### config.mk
export PLATFORM = sky130hd
export DESIGN_NAME = router_fsm_multi
export DESIGN_NICKNAME = d
export VERILOG_FILES = /design/src/rtl/router_fsm_multi.sv
export SDC_FILE = /design/constraint.sdc
export NUM_CORES = 1
export LEC_CHECK = 0
export ABC_CLOCK_PERIOD_IN_PS = 2580
export BUFFER_PORTS_ARGS = -buffer_cell sky130_fd_sc_hd__buf_2
export CORE_MARGIN = 2
export CORE_UTILIZATION = 47
export CTS_CLUSTER_DIAMETER = 30
export DETAILED_ROUTE_END_ITERATION = 10
export GPL_ROUTABILITY_DRIVEN = 0
export GPL_TIMING_DRIVEN = 0
export PLACE_DENSITY = 0.85
export SLEW_MARGIN = 10
export SYNTH_ARGS = -nofsm -noshare
export SYNTH_HDL_FRONTEND = slang
export SYNTH_SLANG_ARGS = --single-unit
### constraint.sdc
create_clock -name clock -period 2.58 [get_ports clock]
set_input_delay 0.516 -clock clock [delete_from_list [all_inputs] [get_ports clock]]
set_output_delay 0.516 -clock clock [all_outputs]
set_load 0.02 [all_outputs]
### src/rtl/router_fsm_multi.sv
// Router controller FSM for NUM_PORTS destination FIFOs.
// Optional WTE abandon timer: define ROUTER_FSM_WAIT_TIMEOUT_EN.
module router_fsm_multi #(
  parameter int NUM_PORTS    = 3,
  parameter int ADDR_W       = 2,
  parameter int WAIT_TIMEOUT = 32
) (
  input  logic                 clock,
  input  logic                 resetn,
  input  logic                 pkt_valid,
  input  logic [ADDR_W-1:0]    data_in,
  input  logic [NUM_PORTS-1:0] fifo_empty,
  input  logic [NUM_PORTS-1:0] fifo_full,
  input  logic [NUM_PORTS-1:0] soft_reset,
  input  logic                 parity_done,
  input  logic                 low_pkt_valid,
  output logic [NUM_PORTS-1:0] dest_sel,
  output logic                 busy,
  output logic                 detect_add,
  output logic                 ld_state,
  output logic                 lfd_state,
  output logic                 laf_state,
  output logic                 full_state,
  output logic                 write_enb_reg,
  output logic                 rst_int_reg,
  output logic                 drop_state,
  output logic                 wait_timeout
);

  localparam int NP2 = 2 ** ADDR_W;
  localparam logic [ADDR_W:0] NP_L = (ADDR_W + 1)'(NUM_PORTS);

  if (NUM_PORTS < 2 || NUM_PORTS > NP2 || WAIT_TIMEOUT < 2)
  begin : g_bad_param
    $error("router_fsm_multi: illegal parameters");
  end

  typedef enum logic [3:0] {
    S_DA,
    S_LFD,
    S_LD,
    S_LP,
    S_CPE,
    S_FFS,
    S_LAF,
    S_WTE,
    S_DROP
  } state_e;

  state_e state, state_n;

  logic [ADDR_W-1:0] dest;
  logic              dest_vld;
  logic [NP2-1:0]    emp_pad;
  logic [NP2-1:0]    full_pad;
  logic [NP2-1:0]    sr_pad;
  logic [NP2-1:0]    sel_pad;
  logic              addr_ok;
  logic              full;
  logic              empty;
  logic              sr_hit;
  logic              tmo;

  // Widen the per-port flags so any address can index them safely.
  always_comb begin
    emp_pad  = '0;
    full_pad = '0;
    sr_pad   = '0;
    emp_pad[NUM_PORTS-1:0]  = fifo_empty;
    full_pad[NUM_PORTS-1:0] = fifo_full;
    sr_pad[NUM_PORTS-1:0]   = soft_reset;
  end

  assign addr_ok = pkt_valid && ({1'b0, data_in} < NP_L);
  assign full    = dest_vld && full_pad[dest];
  assign empty   = dest_vld && emp_pad[dest];
  assign sr_hit  = dest_vld && sr_pad[dest];

`ifdef ROUTER_FSM_WAIT_TIMEOUT_EN
  localparam int CW = $clog2(WAIT_TIMEOUT) + 1;
  logic [CW-1:0] wcnt;

  assign tmo = (state == S_WTE) &&
               (wcnt == CW'(WAIT_TIMEOUT - 1));

  always_ff @(posedge clock) begin
    if (!resetn) begin
      wcnt <= '0;
    end else if (state != S_WTE || sr_hit) begin
      wcnt <= '0;
    end else if (!tmo) begin
      wcnt <= wcnt + 1'b1;
    end
  end
`else
  assign tmo = 1'b0;
`endif

  always_ff @(posedge clock) begin
    if (!resetn) begin
      state <= S_DA;
    end else begin
      state <= state_n;
    end
  end

  always_comb begin
    state_n      = state;
    wait_timeout = 1'b0;
    unique case (state)
      S_DA: begin
        if (pkt_valid) begin
          if (!addr_ok) begin
            state_n = S_DROP;
          end else if (emp_pad[data_in]) begin
            state_n = S_LFD;
          end else begin
            state_n = S_WTE;
          end
        end
      end
      S_LFD: state_n = S_LD;
      S_LD: begin
        if (full) begin
          state_n = S_FFS;
        end else if (!pkt_valid) begin
          state_n = S_LP;
        end
      end
      S_LP: state_n = S_CPE;
      S_CPE: state_n = full ? S_FFS : S_DA;
      S_FFS: begin
        if (!full) begin
          state_n = S_LAF;
        end
      end
      S_LAF: begin
        if (parity_done) begin
          state_n = S_DA;
        end else if (low_pkt_valid) begin
          state_n = S_LP;
        end else begin
          state_n = S_LD;
        end
      end
      S_WTE: begin
        if (empty) begin
          state_n = S_LFD;
        end else if (tmo) begin
          state_n      = S_DROP;
          wait_timeout = 1'b1;
        end
      end
      S_DROP: begin
        if (!pkt_valid) begin
          state_n = S_DA;
        end
      end
      default: state_n = S_DA;
    endcase
    // Read-side soft reset on the held port aborts the packet.
    if (sr_hit && state != S_DA && state != S_DROP) begin
      state_n      = S_DA;
      wait_timeout = 1'b0;
    end
  end

  always_ff @(posedge clock) begin
    if (!resetn) begin
      dest     <= '0;
      dest_vld <= 1'b0;
    end else if (state == S_DA && addr_ok) begin
      dest     <= data_in;
      dest_vld <= 1'b1;
    end else if (state_n == S_DA) begin
      dest     <= '0;
      dest_vld <= 1'b0;
    end
  end

  always_comb begin
    sel_pad = '0;
    if (dest_vld) begin
      sel_pad[dest] = 1'b1;
    end
  end

  assign dest_sel = sel_pad[NUM_PORTS-1:0];

  assign detect_add    = (state == S_DA);
  assign ld_state      = (state == S_LD);
  assign lfd_state     = (state == S_LFD);
  assign laf_state     = (state == S_LAF);
  assign full_state    = (state == S_FFS);
  assign rst_int_reg   = (state == S_CPE);
  assign drop_state    = (state == S_DROP);
  assign write_enb_reg = (state == S_LD) || (state == S_LP) ||
                         (state == S_LAF);
  assign busy = (state == S_LFD) || (state == S_LP) ||
                (state == S_CPE) || (state == S_FFS) ||
                (state == S_LAF) || (state == S_WTE);

endmodule

==> qor.txt <==
Final Hold Fails: 0
Final net count: 137
Ys async rst share: 0
Yosys top cell area share: 0.203
Met3 GRT Util: 0.0129
Final wirelength: 1640 um
Final setup margin: 0.685 ns
Final instance area: 865 um^2
Pre-CTS setup slack: 0.541 ns
Most used DFF post-synth: dfxtp_1
Mapped Area: 689 um^2
Layout area overhead: 25.4%
Clock Path Buffers: 2
Count of input and output buffers: 26
Worst VDD drop: 479 uV
FF-to-FF End: dest[0]
Min-Delay Endpoint: dest[1]
Antenna violations before repair: 0
Largest net degree at the start of global routing: 11
Commonest cells in the netlist: nor2_1 (10), dfxtp_1 (7), nand2_1 (5)
Fin cells: 135
Cts hold-fix bufs: 0
Post-synth EDFFs: 0
Synth Instances: 90
Sequential fraction of the synthesis area: 0.203
Max Cap Viol: 0
Max_slew headroom: 0.654
Hold Path Stages: 3
CP max FO: 10
Gr ovfl total: 0
Fmax: 528 MHz
Clock transition at path regs: 0.05 ns
Synth area leaders: dfxtp_1 (20%), nor2_1 (5.4%), buf_6 (4.9%)
Slew @ Worst Pin: 0.514 ns
First-pass GRT wire length: 2660 um
Die W: 42.3 um
Clock sink total: 7
# IOs: 29
Initial core utilization: 0.517
Cts bufs inserted: 3
Wire per inst: 12.1 um
Crit end category: flip-flop
Post-route ant nets: 0
Reg2reg path depth: 6
Post-CTS Setup Bufs: 0
Final period utilization: 0.734
Row count: 13
Die height: 42.3 um
Post-cts gate resize count: 0
Die Area: 0.00179 mm^2
Status: completed
Post-route setup TNS: 0 ns
Critical Path AT: 2.06 ns
Total number of vias: 735
Worst Path Class, Setup: reg -> reg
Max Transition Viols Final: 0
Number of distinct library cells after synthesis: 40
CTS tree: built
Min cycle time layout: 1.89 ns
H-Tree Depth: 1
Seq cells post-synth: 7
RSZ-0062 raised after global routing: false
Fillers: 128
DR pass1 iterations: 2
Diodes inserted: 0
Clock skew: 0.00408 ns
PwrDens: 924 mW/mm^2
HP Start: data_in[1]
Area after DPL: 838 um^2
HP Class: in -> reg
Post-route DRC: 0
Tot Pwr: 0.799 mW
GRT Max-Usage Layer: met2
Clock root cell: clkbuf_4
Hpwl dp: 1300 um
Cell with the most instances after synthesis: nor2_1
Core Box Area: 0.00133 mm^2
Share of layout cells above drive strength 1: 0.358
Mean area per synthesized cell: 7.66 um^2
CP Launch Type: flip-flop
Reg2Reg Setup Slack: 0.69 ns
DR iter-0 viols: 5
Final setup viols: 0
Number of global-route vias before repair: 650
Synth area leader: dfxtp_1
Global router's overall resource usage: 0.192
Yosys warns: 0
Met2 global-route usage: 0.317
Met1 usage: 0.236
Placed Instances: 131
CP required: 2.74 ns
Leakage power figure: 0.419 nW
Vias per inst: 5.44
Skew-Pair Late Insertion Delay: 0.25 ns
Worst r2r src: state[1]
Post-synth net total: 106
## final cells by class
| cell class | instances | area [um^2] | share of cell area |
|---|---|---|---|
| plain buffers | 7 | 66.3 | 0.0767 |
| clock buffers | 4 | 26.3 | 0.0304 |
| inverters | 3 | 11.3 | 0.0130 |
| multi-input cells | 73 | 472 | 0.546 |
| flip-flops and latches | 7 | 140 | 0.162 |
| well taps | 15 | 18.8 | 0.0217 |
| repair buffers | 26 | 130 | 0.151 |
## where the power goes
part / total, mW / switching [mW] / internal (mW) / leakage, nW
Sequential: 0.168 / 0.0292 / 0.139 / 0.0573
Clock: 0.0988 / 0.0399 / 0.0590 / 0.0150
Combinational: 0.532 / 0.299 / 0.233 / 0.347
Total: 0.799 / 0.368 / 0.431 / 0.419
## layer usage
metal | wire (um) | vias to the layer above | share of wire
li1 | - | 391 | -
met1 | 729 | 330 | 0.45
met2 | 843 | 12 | 0.52
met3 | 48 | 2 | 0.029
met4 | 14 | 0 | 0.0086
met5 | 0 | - | 0
## worst max-delay path by stage
stage	from	to	slack, ns	cells past startpoint
after floorplan	state[1]	dest[0]	0.44	6
after global placement	data_in[0]	dest_vld	0.56	7
after detailed placement	data_in[0]	dest_vld	0.54	7
after CTS	dest[0]	dest_vld	0.71	7
after global routing	state[1]	dest[0]	0.48	6
final	state[1]	dest[0]	0.69	6
## cell usage in the layout, fill, tap and decap left out, types with 3 or more instances in the layout
master / count
nand3_1: 3
clkbuf_4: 3
and2_1: 3
o221ai_1: 3
buf_4: 3
nand2b_1: 4
a21oi_1: 4
inv_1: 3
nor3_1: 4
dfxtp_1: 7
mux2i_1: 3
nor2_1: 10
buf_6: 3
o21ai_0: 3
buf_2: 26
nand2_1: 5
## logic make-up after synthesis
logic type / synth area share
buf+inv: 0.113
simple gates: 0.383
other cells: 0.00544
mux: 0.0599
compound gates: 0.223
flops: 0.203
xor+xnor: 0.0127
## critical path, cell delays in order, from the launching register on
cell and delay (ns):
dfxtp_1 0.31, buf_6 0.14, nor4_1 0.40, nand3_1 0.36, o2111ai_1 0.25, a21oi_1 0.15
o221ai_1 0.21
## stage by stage
step / utilization / hold WS, ns
2_1_floorplan: - / 0.558
3_3_place_gp: 0.629 / 0.605
3_5_place_dp: 0.629 / 0.614
4_1_cts: 0.648 / 0.604
5_1_grt: 0.648 / 0.646
6_report: 0.648 / 0.610
## state kept, by name (all words and copies together) (netlist names)
register / cells
dest: 2
state: 4
dest_vld: 1
(Power assumes the default switching activity.)
